==> src/rtl/sd_cmd_sequencer.sv <==
// Runs one SD-card SPI-mode transaction (command, R1 poll, optional single-block read)
// by driving a byte-wide SPI shifter with one byte in flight at a time.
module sd_cmd_sequencer #(
  parameter int unsigned R1_POLL     = 8,
  parameter logic [15:0] TOKEN_POLL  = 16'd4096,
  parameter int unsigned BLOCK_BYTES = 512
) (
  input  logic        clk,
  input  logic        reset,
  input  logic        start,
  input  logic        abort,
  input  logic [5:0]  cmd_index,
  input  logic [31:0] cmd_arg,
  input  logic [6:0]  cmd_crc,
  input  logic        read_block,
  output logic        busy,
  output logic        done,
  output logic [2:0]  status,
  output logic [7:0]  r1,
  output logic [15:0] crc16,
  output logic        ss_req,
  output logic        buf_we,
  output logic [8:0]  buf_addr,
  output logic [7:0]  buf_wdata,
  output logic        sh_wr_req,
  output logic [7:0]  sh_wdata,
  output logic        sh_rd_req,
  input  logic        sh_in_full,
  input  logic        sh_out_full,
  input  logic [7:0]  sh_rdata
);

  typedef enum logic [3:0] {
    StIdle, StPre, StCmd, StR1, StToken, StData, StCrc, StPost, StFin
  } state_e;

  // Each byte exchange walks write -> read -> process.
  typedef enum logic [1:0] {XWr, XRd, XProc} xphase_e;

  state_e      state_q;
  xphase_e     xph_q;
  logic [5:0]  cmd_idx_q;
  logic [31:0] arg_q;
  logic [6:0]  crc_q;
  logic        rd_blk_q;
  logic [2:0]  byte_cnt_q;
  logic [3:0]  r1_cnt_q;
  logic [15:0] tok_cnt_q;
  logic [8:0]  data_cnt_q;
  logic [7:0]  rx_q;
  logic        abort_pend_q;
  logic        abort_now;
  logic [7:0]  cmd_byte;
  logic [7:0]  tx_byte;

  assign abort_now = abort | abort_pend_q;

  always_comb begin
    cmd_byte = 8'hFF;
    case (byte_cnt_q)
      3'd0:    cmd_byte = {2'b01, cmd_idx_q};
      3'd1:    cmd_byte = arg_q[31:24];
      3'd2:    cmd_byte = arg_q[23:16];
      3'd3:    cmd_byte = arg_q[15:8];
      3'd4:    cmd_byte = arg_q[7:0];
      3'd5:    cmd_byte = {crc_q, 1'b1};
      default: cmd_byte = 8'hFF;
    endcase
    tx_byte = (state_q == StCmd) ? cmd_byte : 8'hFF;
  end

  always_ff @(posedge clk) begin
    if (reset) begin
      state_q      <= StIdle;
      xph_q        <= XWr;
      cmd_idx_q    <= '0;
      arg_q        <= '0;
      crc_q        <= '0;
      rd_blk_q     <= 1'b0;
      byte_cnt_q   <= '0;
      r1_cnt_q     <= '0;
      tok_cnt_q    <= '0;
      data_cnt_q   <= '0;
      rx_q         <= '0;
      abort_pend_q <= 1'b0;
      busy         <= 1'b0;
      done         <= 1'b0;
      status       <= 3'd0;
      r1           <= 8'hFF;
      crc16        <= 16'h0000;
      ss_req       <= 1'b0;
      buf_we       <= 1'b0;
      buf_addr     <= '0;
      buf_wdata    <= '0;
      sh_wr_req    <= 1'b0;
      sh_wdata     <= '0;
      sh_rd_req    <= 1'b0;
    end else begin
      done      <= 1'b0;
      sh_wr_req <= 1'b0;
      sh_rd_req <= 1'b0;
      buf_we    <= 1'b0;
      // Abort is remembered so an in-flight read can drain before leaving.
      if (abort && state_q != StIdle && state_q != StPost && state_q != StFin) begin
        abort_pend_q <= 1'b1;
      end

      unique case (state_q)
        StIdle: begin
          if (start) begin
            cmd_idx_q    <= cmd_index;
            arg_q        <= cmd_arg;
            crc_q        <= cmd_crc;
            rd_blk_q     <= read_block;
            busy         <= 1'b1;
            ss_req       <= 1'b1;
            status       <= 3'd0;
            r1           <= 8'hFF;
            abort_pend_q <= 1'b0;
            byte_cnt_q   <= '0;
            r1_cnt_q     <= '0;
            tok_cnt_q    <= '0;
            data_cnt_q   <= '0;
            xph_q        <= XWr;
            state_q      <= StPre;
          end
        end

        StFin: state_q <= StIdle;

        default: begin
          unique case (xph_q)
            XWr: begin
              if (abort_now && state_q != StPost) begin
                status       <= 3'd5;
                abort_pend_q <= 1'b0;
                state_q      <= StPost;
              end else if (!sh_in_full) begin
                sh_wr_req <= 1'b1;
                sh_wdata  <= tx_byte;
                xph_q     <= XRd;
              end
            end

            XRd: begin
              if (sh_out_full) begin
                sh_rd_req <= 1'b1;
                rx_q      <= sh_rdata;
                xph_q     <= XProc;
                if (state_q == StData) begin
                  buf_we    <= 1'b1;
                  buf_addr  <= data_cnt_q;
                  buf_wdata <= sh_rdata;
                end
              end
            end

            XProc: begin
              // sh_out_full is stale this cycle; the received byte is taken from rx_q.
              xph_q <= XWr;
              if (abort_now && state_q != StPost) begin
                status       <= 3'd5;
                abort_pend_q <= 1'b0;
                state_q      <= StPost;
              end else begin
                case (state_q)
                  StPre: begin
                    byte_cnt_q <= '0;
                    state_q    <= StCmd;
                  end
                  StCmd: begin
                    if (byte_cnt_q == 3'd5) begin
                      r1_cnt_q <= '0;
                      state_q  <= StR1;
                    end else begin
                      byte_cnt_q <= byte_cnt_q + 3'd1;
                    end
                  end
                  StR1: begin
                    if (!rx_q[7]) begin
                      r1 <= rx_q;
                      if (!rd_blk_q) begin
                        state_q <= StPost;
                      end else if (rx_q != 8'h00) begin
                        status  <= 3'd4;
                        state_q <= StPost;
                      end else begin
                        tok_cnt_q <= '0;
                        state_q   <= StToken;
                      end
                    end else if (r1_cnt_q == 4'(R1_POLL - 1)) begin
                      status  <= 3'd1;
                      state_q <= StPost;
                    end else begin
                      r1_cnt_q <= r1_cnt_q + 4'd1;
                    end
                  end
                  StToken: begin
                    if (rx_q == 8'hFE) begin
                      data_cnt_q <= '0;
                      state_q    <= StData;
                    end else if (rx_q[7:5] == 3'b000 && rx_q != 8'h00) begin
                      status  <= 3'd3;
                      state_q <= StPost;
                    end else if (tok_cnt_q == TOKEN_POLL - 16'd1) begin
                      status  <= 3'd2;
                      state_q <= StPost;
                    end else begin
                      tok_cnt_q <= tok_cnt_q + 16'd1;
                    end
                  end
                  StData: begin
                    if (data_cnt_q == 9'(BLOCK_BYTES - 1)) begin
                      byte_cnt_q <= '0;
                      state_q    <= StCrc;
                    end else begin
                      data_cnt_q <= data_cnt_q + 9'd1;
                    end
                  end
                  StCrc: begin
                    if (byte_cnt_q == 3'd0) begin
                      crc16[15:8] <= rx_q;
                      byte_cnt_q  <= 3'd1;
                    end else begin
                      crc16[7:0] <= rx_q;
                      state_q    <= StPost;
                    end
                  end
                  StPost: begin
                    ss_req  <= 1'b0;
                    busy    <= 1'b0;
                    done    <= 1'b1;
                    state_q <= StFin;
                  end
                  default: state_q <= StIdle;
                endcase
              end
            end

            default: xph_q <= XWr;
          endcase
        end
      endcase
    end
  end

endmodule

==> config.mk <==
export PLATFORM = sky130hd
export DESIGN_NAME = sd_cmd_sequencer
export DESIGN_NICKNAME = d
export VERILOG_FILES = /design/src/rtl/sd_cmd_sequencer.sv
export SDC_FILE = /design/constraint.sdc
export NUM_CORES = 1
export LEC_CHECK = 0
export BUFFER_PORTS_ARGS = -buffer_cell sky130_fd_sc_hd__buf_2
export CAP_MARGIN = 20
export CORE_UTILIZATION = 35
export CTS_CLUSTER_SIZE = 25
export DETAILED_ROUTE_END_ITERATION = 6
export PLACE_DENSITY = 0.52
export SKIP_LAST_GASP = 1
export SLEW_MARGIN = 20
export SYNTH_ARGS = -nofsm -noshare
export SYNTH_HDL_FRONTEND = slang
export SYNTH_SLANG_ARGS = --single-unit
==> constraint.sdc <==
create_clock -name clk -period 3.4 [get_ports clk]
set_input_delay 0.34 -clock clk [delete_from_list [all_inputs] [get_ports clk]]
set_output_delay 0.34 -clock clk [all_outputs]
set_load 0.005 [all_outputs]
# == Yosys cells after proc, flatten, opt, wreduce, memory -nomap -nowiden ==
# Index checks and enable logic that the tools add are counted.
# word_totals
reg_bits,150
input_bits,60
out_inout_bits,58
# classes
add_sub_neg,4
eq_ne,54
muxes,90
n_bitwise,10
reduce_logical,41
# ops
op,count
2-to-1 mux 16 bit,9
2-to-1 mux 4 bit,17
case mux 16 bit (2 select lines),2
2-to-1 mux 8 bit,6
case mux 8 bit (6 select lines),1
2-to-1 mux 3 bit,15
2-to-1 mux 9 bit,5
!= test 3 bit (second input constant),13
case mux 9 bit (2 select lines),2
case mux 4 bit (2 select lines),4
case mux 4 bit (7 select lines),1
!= test 6 bit (second input constant),4
case mux 3 bit (2 select lines),4
AND reduction 8 bit,3
== test 4 x 3 -> 1 bit (second input constant),5
AND reduction 5 bit,4
!= test 6 x 4 -> 1 bit (second input constant),3
adder 16 x 1 -> 16 bit (second input constant),1
== test 16 x 12 -> 1 bit (second input constant),1
case mux 8 bit (2 select lines),1
OR reduction 5 bit,3
2-to-1 mux 1 bit,12
2-to-1 mux 2 bit,6
case mux 3 bit (4 select lines),1
45 further kinds,76

# == Longest topological paths before layout ==
# Gate-level depths: netlist of the first run.
# logic_depth
word_depth,8
mapped_depth,10
ltp_nobuf,10

# == Worst setup path before layout of the first run ==
# Ideal clock, no wire load.
# synth_path
kind,reg-to-reg
start,register data_cnt_q[0]
end,register data_cnt_q[4]
arrival_time_ns,2.346
required_ns,3.330
path_slack_ns,0.983
path_stages_with_launch,11
n_path_buf,0
period_less_slack_ns,2.417
cell_sequence,dfxtp_1 > ha_1 > nand3_1 > nor2_1 > ha_1 > nand2b_1 > a211o_1 > a221oi_4 > nand2_2 > or4b_1 > a21oi_1
# synth_between
elab_chain_len,6
# synth_lines
item,line_no,text
from (decl),49,logic [8:0] data_cnt_q;
from (signal assigned),217,data_cnt_q <= data_cnt_q + 9'd1;
adder 9 x 1 -> 9 bit,217,
2-to-1 mux 9 bit,213,if (data_cnt_q == 9'(BLOCK_BYTES - 1)) begin
case mux 9 bit (2 select lines),166,case (state_q)
2-to-1 mux 9 bit,161,if (abort_now && state_q != StPost) begin
2-to-1 mux 9 bit,132,unique case (xph_q)
case mux 9 bit (2 select lines),108,unique case (state_q)
# Parallel ways exist; a longest one is shown, timed or not. The select of a mux whose other input is x is not followed.
# A chain may end at the register's enable or synchronous reset.

# == Final worst setup path of the first run ==
# layout_path
start,register state_q[1]
end,register data_cnt_q[4]
# layout_between
elab_chain_len,5
# layout_lines
item,line_no,text
from (decl),40,state_e state_q;
from (signal assigned),74,state_q <= StIdle;
from (signal assigned),125,state_q <= StPre;
from (signal assigned),129,StFin: state_q <= StIdle;
== test 4 x 3 -> 1 bit,166,
case mux 9 bit (2 select lines),166,
2-to-1 mux 9 bit,161,
2-to-1 mux 9 bit,132,
case mux 9 bit (2 select lines),108,
# Parallel ways exist; a longest one is shown, timed or not. The select of a mux whose other input is x is not followed.

==> metrics.yaml, run 1 <==
detailed_routing:
  routedWlPerCell_um: 15.8
  drt_wl_total_um: 18500
  firstDrtPassIters: 5
  via_count: 6088
  ant_nets: 0
  viasPerCell: 5.19
  drtIter0Drc: 313
  drcViolationCount: 0
hold_path:
  min_from: "cmd_arg[18]"
  hold_end: "arg_q[18]$_SDFFE_PP0P_"
  min_path_type: "input port to flip-flop"
  min_path_cells: 3
final_layout:
  area_growth_pct: 21.5
  drive_gt1_share_pct: 19.2
  nets: 996
  antenna-diode-count: 0
  fin_area_um2: 8120
  fill_cells: 1909
  final_core_util_pct: 43.4
global_route:
  met1_usage_pct: 26.2
  grt_pass1_vias: 5829
  grt-busiest-layer: "met2"
  overflow: 0
  grt_max_degree: 64
  grt_util_met2_pct: 31.2
  grtUsageTotal_pct: 19.5
  grt_pass1_wl_um: 30400
  met3_usage_pct: 3.93
  antenna_found_initial: 0
flow_run:
  maxCapViolCount: 0
logic_synthesis:
  synth_top_area_share_pct: 45.0
  synthDistinctLibCells: 68
  syn_nets: 897
  syn_area_per_cell_um2: 8.07
  synthCells: 828
  yosysTopAreaCell: "dfxtp_1"
  ys_warn_count: 0
  ys_ff_latch: 150
  synth_area_leaders: "dfxtp_1, nand2_1, a21oi_1"
  synth_edf_count: 0
  synth_ff_type: "dfxtp_1"
  async_flop_share_pct: 0
  yosys-top-cells-count: "nand2_1, dfxtp_1, a21oi_1"
  synth.most_common_cell: "nand2_1"
  syn_area_um2: 6680
  ys_seq_area_share_pct: 45.0
setup_path:
  critical_path_required_ns: 3.75
  r2r_slack_ns: 0.58
  r2r_start: "state_q[1]$_SDFFE_PP0P_"
  reg2regPathDepth: 6
  cp_max_fo: 19
  start_kind: "flip-flop"
  end_kind: "flip-flop"
  timing.rr.end: "data_cnt_q[4]$_SDFFE_PP0P_"
  cp.arrival_ns: 3.17
  crit_type: "flip-flop to flip-flop"
floorplan:
  start_util_pct: 35.7
  die_h_um: 140
  die_area_um2: 19600
  rows: 50
  core-area_um2: 18700
  boundaryPins: 118
  die_w_um: 140
pwr:
  p_int_mw: 3.72
  switching_share_pct: 31.1
  p_comb_share_pct: 23.8
  seqPwrFrac_pct: 39.2
  p_clk_share_pct: 37.1
  switchingPower_mw: 1.68
  leakage_nw: 3.12
  p_per_area_nw_per_um2: 665
  ir_drop_mv: 0.385
placement:
  place.gp.congestion: 0.814
  dp_slack_ns: 0.611
  portBuffers: 117
  placed_cell_area_um2: 7480
  dp.final_hpwl_um: 13000
timing:
  hold_viol_final: 0
  fin_skew_ns: 0.00617
  setup_ws_ns: 0.575
  rsz0062_at_grt: "no"
  fin_tns_setup_ns: 0
  fin_crit_sh_pct: 83.1
  slew_headroom_pct: 38.4
  whs_ns: 0.154
  period_minus_slack_ns: 2.82
  max_freq_ghz: 0.354
  setup_violations: 0
  slew_violations: 0
  worst_pin_slew_ns: 0.917
clock_tree:
  clkSinkCount: 150
  h-tree-depth: 4
  path_clk_slew_ns: 0.06
  post_cts_buffers: 0
  ctsHoldBuffers: 0
  post_cts_resized: 0
  clockRootBuffer: "clkbuf_16"
  clock_latency_ns: 0.42
  clockBufferDepth: 2
  cts_tree: "built"
  numCtsBuffers: 17
run_status:
  status: "finished, final reports clean"
## stage by stage
stage	power, mW	cells
floorplan	3.06	828
global placement	3.44	1142
detailed placement	3.44	1142
CTS	5.44	1173
global route	5.71	1173
finish	5.40	1173
## cell usage in the layout, fill, tap and decap left out, types with 9 or more instances in the layout
cell type | Yosys | routed
nand2b_1 | 10 | 10
a211oi_1 | 13 | 13
dfxtp_1 | 150 | 150
buf_4 | 1 | 18
nor2_1 | 68 | 67
and3_1 | 10 | 10
a21oi_1 | 112 | 112
buf_2 | 4 | 116
mux2i_1 | 16 | 16
o21ai_0 | 23 | 23
ha_1 | 9 | 9
nand2_1 | 178 | 178
nor3_1 | 20 | 20
nand3_1 | 28 | 28
clkbuf_16 | 0 | 17
## layer usage
layer	wire, µm	share of wire (%)
met1	8890	48
met2	8630	47
met3	647	3.5
met4	314	1.7
met5	0	0
## cells by family (layout without fill, tap and decap cells)
| kind of cell | after synthesis | in the layout | synth area share (%) |
|---|---|---|---|
| simple gates | 375 | 375 | 26.5 |
| compound gates | 205 | 205 | 19.1 |
| mux | 19 | 19 | 2.90 |
| buf+inv | 62 | 173 | 3.73 |
| flops | 150 | 150 | 45.0 |
| xor+xnor | 7 | 7 | 0.918 |
| fa+ha+maj | 10 | 10 | 1.84 |
## worst max path at each step
| stage | end | depth (start not counted) | startpoint |
|---|---|---|---|
| final | data_cnt_q[4]$_SDFFE_PP0P_ | 6 | state_q[1]$_SDFFE_PP0P_ |
| after global routing | data_cnt_q[4]$_SDFFE_PP0P_ | 6 | state_q[1]$_SDFFE_PP0P_ |
| after detailed placement | data_cnt_q[4]$_SDFFE_PP0P_ | 6 | state_q[1]$_SDFFE_PP0P_ |
| after global placement | data_cnt_q[4]$_SDFFE_PP0P_ | 6 | state_q[0]$_SDFFE_PP0P_ |
| after floorplan | data_cnt_q[4]$_SDFFE_PP0P_ | 10 | data_cnt_q[0]$_SDFFE_PP0P_ |
| after CTS | data_cnt_q[4]$_SDFFE_PP0P_ | 6 | state_q[1]$_SDFFE_PP0P_ |
## power by group through the flow
stage          clock, mW  combinational [mW]  sequential (mW)
2_1_floorplan          0                1.00             2.05
3_3_place_gp           0                1.29             2.15
3_5_place_dp           0                1.29             2.15
4_1_cts             2.04                1.29             2.11
5_1_grt             2.12                1.45             2.14
6_report            2.00                1.28             2.11
## worst max-delay path, stage by stage, from the launching register on
cell and delay [ns]:
dfxtp_1 0.73, and4b_1 0.43, o211ai_1 0.25, a221oi_4 0.56, nand2_2 0.16, or4b_1 0.48, a21oi_1 0.14
## sequential cells by signal, indices dropped and copies added (netlist names)
name and cells:
arg_q 32, crc16 16, tok_cnt_q 16, buf_addr 9
data_cnt_q 9, buf_wdata 8, r1 8, rx_q 8
sh_wdata 8, crc_q 7, cmd_idx_q 6, r1_cnt_q 4
state_q 4, byte_cnt_q 3, status 3, xph_q 2
abort_pend_q 1, buf_we 1, done 1, rd_blk_q 1
sh_rd_req 1, sh_wr_req 1, ss_req 1
## cell type report
type	instances	area, µm²	area share, %
multi-input combinational	616	3440	42.4
sequential	150	3000	37.0
timing repair buffer	134	716	8.82
clock buffer	25	526	6.47
tap	234	293	3.61
clock inverter	6	111	1.37
inverter	8	30.0	0.370
(Power assumes the default switching activity.)
==> run 2, diff against run 1 <==
==> constraint.sdc (replaced) <==
create_clock -name clk -period 2.75 [get_ports clk]
set_input_delay 0.275 -clock clk [delete_from_list [all_inputs] [get_ports clk]]
set_output_delay 0.275 -clock clk [all_outputs]
set_load 0.005 [all_outputs]
==> run 2 against run 1 <==
  * First-iteration DRC count increased by 31%
  * Register-to-register slack worse by 0.41 ns
  * Global-route usage grew 0.36 points
  * Via count grew 1.8%
  * Design area rose by 1.6%
  * Core utilization rose by 0.68 points
  * Non-clock buffer count up 17
  * Count of clock-buffer cells in the layout decreased by 8
  * Clock power rose by 21%
  * Critical endpoint is now state_q[1]$_SDFFE_PP0P_
  * Combinational power up 34%
  * Fmax is 9.5% higher
  * Worst hold slack got worse by 0.082 ns
==> metrics.yaml, run 2 (same netlist as run 1, synthesis figures left out) <==
setup_path:
  crit_chain: "and4b_1 -> o21ai_0 -> nor3b_2 -> a2111oi_2 -> and2_1 -> mux2i_1"
  critical_path_required_ns: 3.10
  startpoint: "state_q[3]$_SDFFE_PP0P_"
  r2r_start: "state_q[3]$_SDFFE_PP0P_"
  slowest_stage: "dfxtp_1"
  crit_type: "flip-flop to flip-flop"
  cp.arrival_ns: 2.94
  cp_max_fo: 13
  start_kind: "flip-flop"
  r2r_slack_ns: 0.17
  end_kind: "flip-flop"
  cpPeakStageDelay_ns: 0.63
pwr:
  p_clk_share_pct: 36.2
  leakage_nw: 3.20
  p_per_area_nw_per_um2: 815
  switchingPower_mw: 2.27
  p_comb_share_pct: 25.6
  p_int_mw: 4.44
  switching_share_pct: 33.9
  seqPwrFrac_pct: 38.2
  ir_drop_mv: 0.478
clock_tree:
  clock_latency_ns: 0.43
  numCtsBuffers: 17
  path_clk_slew_ns: 0.07
  clockBufferDepth: 2
  cts_tree: "built"
  clkSinkCount: 150
  h-tree-depth: 4
  clockRootBuffer: "clkbuf_16"
  ctsHoldBuffers: 0
  post_cts_buffers: 0
  post_cts_resized: 0
timing:
  slew_violations: 0
  hold_viol_final: 0
  worst_pin_slew_ns: 0.983
  max_freq_ghz: 0.388
  period_minus_slack_ns: 2.58
  fin_crit_sh_pct: 93.8
  fin_skew_ns: 0.0138
  fin_tns_setup_ns: 0
  setup_violations: 0
  slew_headroom_pct: 34.4
  rsz0062_at_grt: "yes"
detailed_routing:
  drcViolationCount: 0
  via_count: 6196
  routedWlPerCell_um: 15.9
  drt_wl_total_um: 18900
  viasPerCell: 5.20
  ant_nets: 0
  firstDrtPassIters: 7
  drtIter0Drc: 411
final_layout:
  nets: 1013
  drive_gt1_share_pct: 21.0
  fill_cells: 1935
  antenna-diode-count: 0
  layout_common_cells: "nand2_1, dfxtp_1, buf_2"
  fin_area_um2: 8250
  largest_register: "arg_q"
  area_growth_pct: 23.5
  top_regs: "arg_q: 32 flops, crc16: 16 flops, tok_cnt_q: 16 flops"
  layout_commonest_cell: "nand2_1"
  largest_register_ffs: 32
global_route:
  antenna_found_initial: 0
  grt_max_degree: 90
  grtUsageTotal_pct: 19.8
  overflow: 0
  grt_pass1_wl_um: 30600
  grt_pass1_vias: 5782
run_status:
  status: "finished, final reports clean"
floorplan:
  die_w_um: 140
  boundaryPins: 118
  start_util_pct: 35.7
  rows: 50
  die_area_um2: 19600
  core-area_um2: 18700
  die_h_um: 140
placement:
  placed_cell_area_um2: 7620
  place.gp.congestion: 0.856
  dp.final_hpwl_um: 13200
  portBuffers: 117
hold_path:
  min_from: "cmd_arg[14]"
  min_path_type: "input port to flip-flop"
flow_run:
  maxCapViolCount: 0
==> run 2: changes by cell type in the layout (fill, tap and decap cells not counted), moves of 2 or more <==
cell,delta
clkinv_8,+2
inv_8,+2
inv_6,+5
clkbuf_8,-7
buf_4,+16
==> run 2: worst paths after layout <==
kind	end	depth (start not counted)
worst max-delay path	state_q[1]$_SDFFE_PP0P_	6
worst min-delay path	arg_q[14]$_SDFFE_PP0P_	3
worst max register to register	state_q[1]$_SDFFE_PP0P_	6
worst min register to register	arg_q[19]$_SDFFE_PP0P_	2
==> run 2: power by group through the flow <==
| stage | Clock [mW] | Combinational [mW] | Sequential, mW |
|---|---|---|---|
| after floorplan | 0 | 1.24 | 2.54 |
| after global placement | 0 | 1.72 | 2.61 |
| after detailed placement | 0 | 1.71 | 2.61 |
| after CTS | 2.49 | 1.72 | 2.56 |
| after global routing | 2.59 | 1.92 | 2.60 |
| final | 2.43 | 1.72 | 2.57 |
==> run 2: worst max-delay path, delay by kind of cell (launching register included) <==
kind	cells	cell delay (ns)
muxes	1	0.20
DFF	1	0.63
AOI/OAI and AO/OA	2	0.90
and+or+nand+nor	3	0.78
==> run 2: through the flow <==
step	power (mW)	cells	hold slack [ns]	setup WS [ns]	utilization [%]
after floorplan	3.78	828	0.411	0.333	-
after global placement	4.33	1159	0.440	0.138	40.7
after detailed placement	4.33	1159	0.444	0.202	40.7
after CTS	6.77	1191	0.0598	0.192	44.0
after global routing	7.11	1191	0.0595	-0.00680	44.1
final	6.72	1191	0.0721	0.169	44.1
==> run 2: final cells by class <==
type	count	area (µm²)	share of cell area, %
inverter	8	30.0	0.364
tap	234	293	3.55
clock buffer	17	425	5.16
timing repair buffer	151	856	10.4
clock inverter	15	189	2.29
sequential	150	3000	36.4
multi-input combinational	616	3450	41.8
==> run 2: per-layer routing <==
layer	GRT usage (%)	share of wire (%)
met1	26.3	48
met2	31.8	47
met3	4.48	4.1
met4	6.48	1.6
met5	0	0
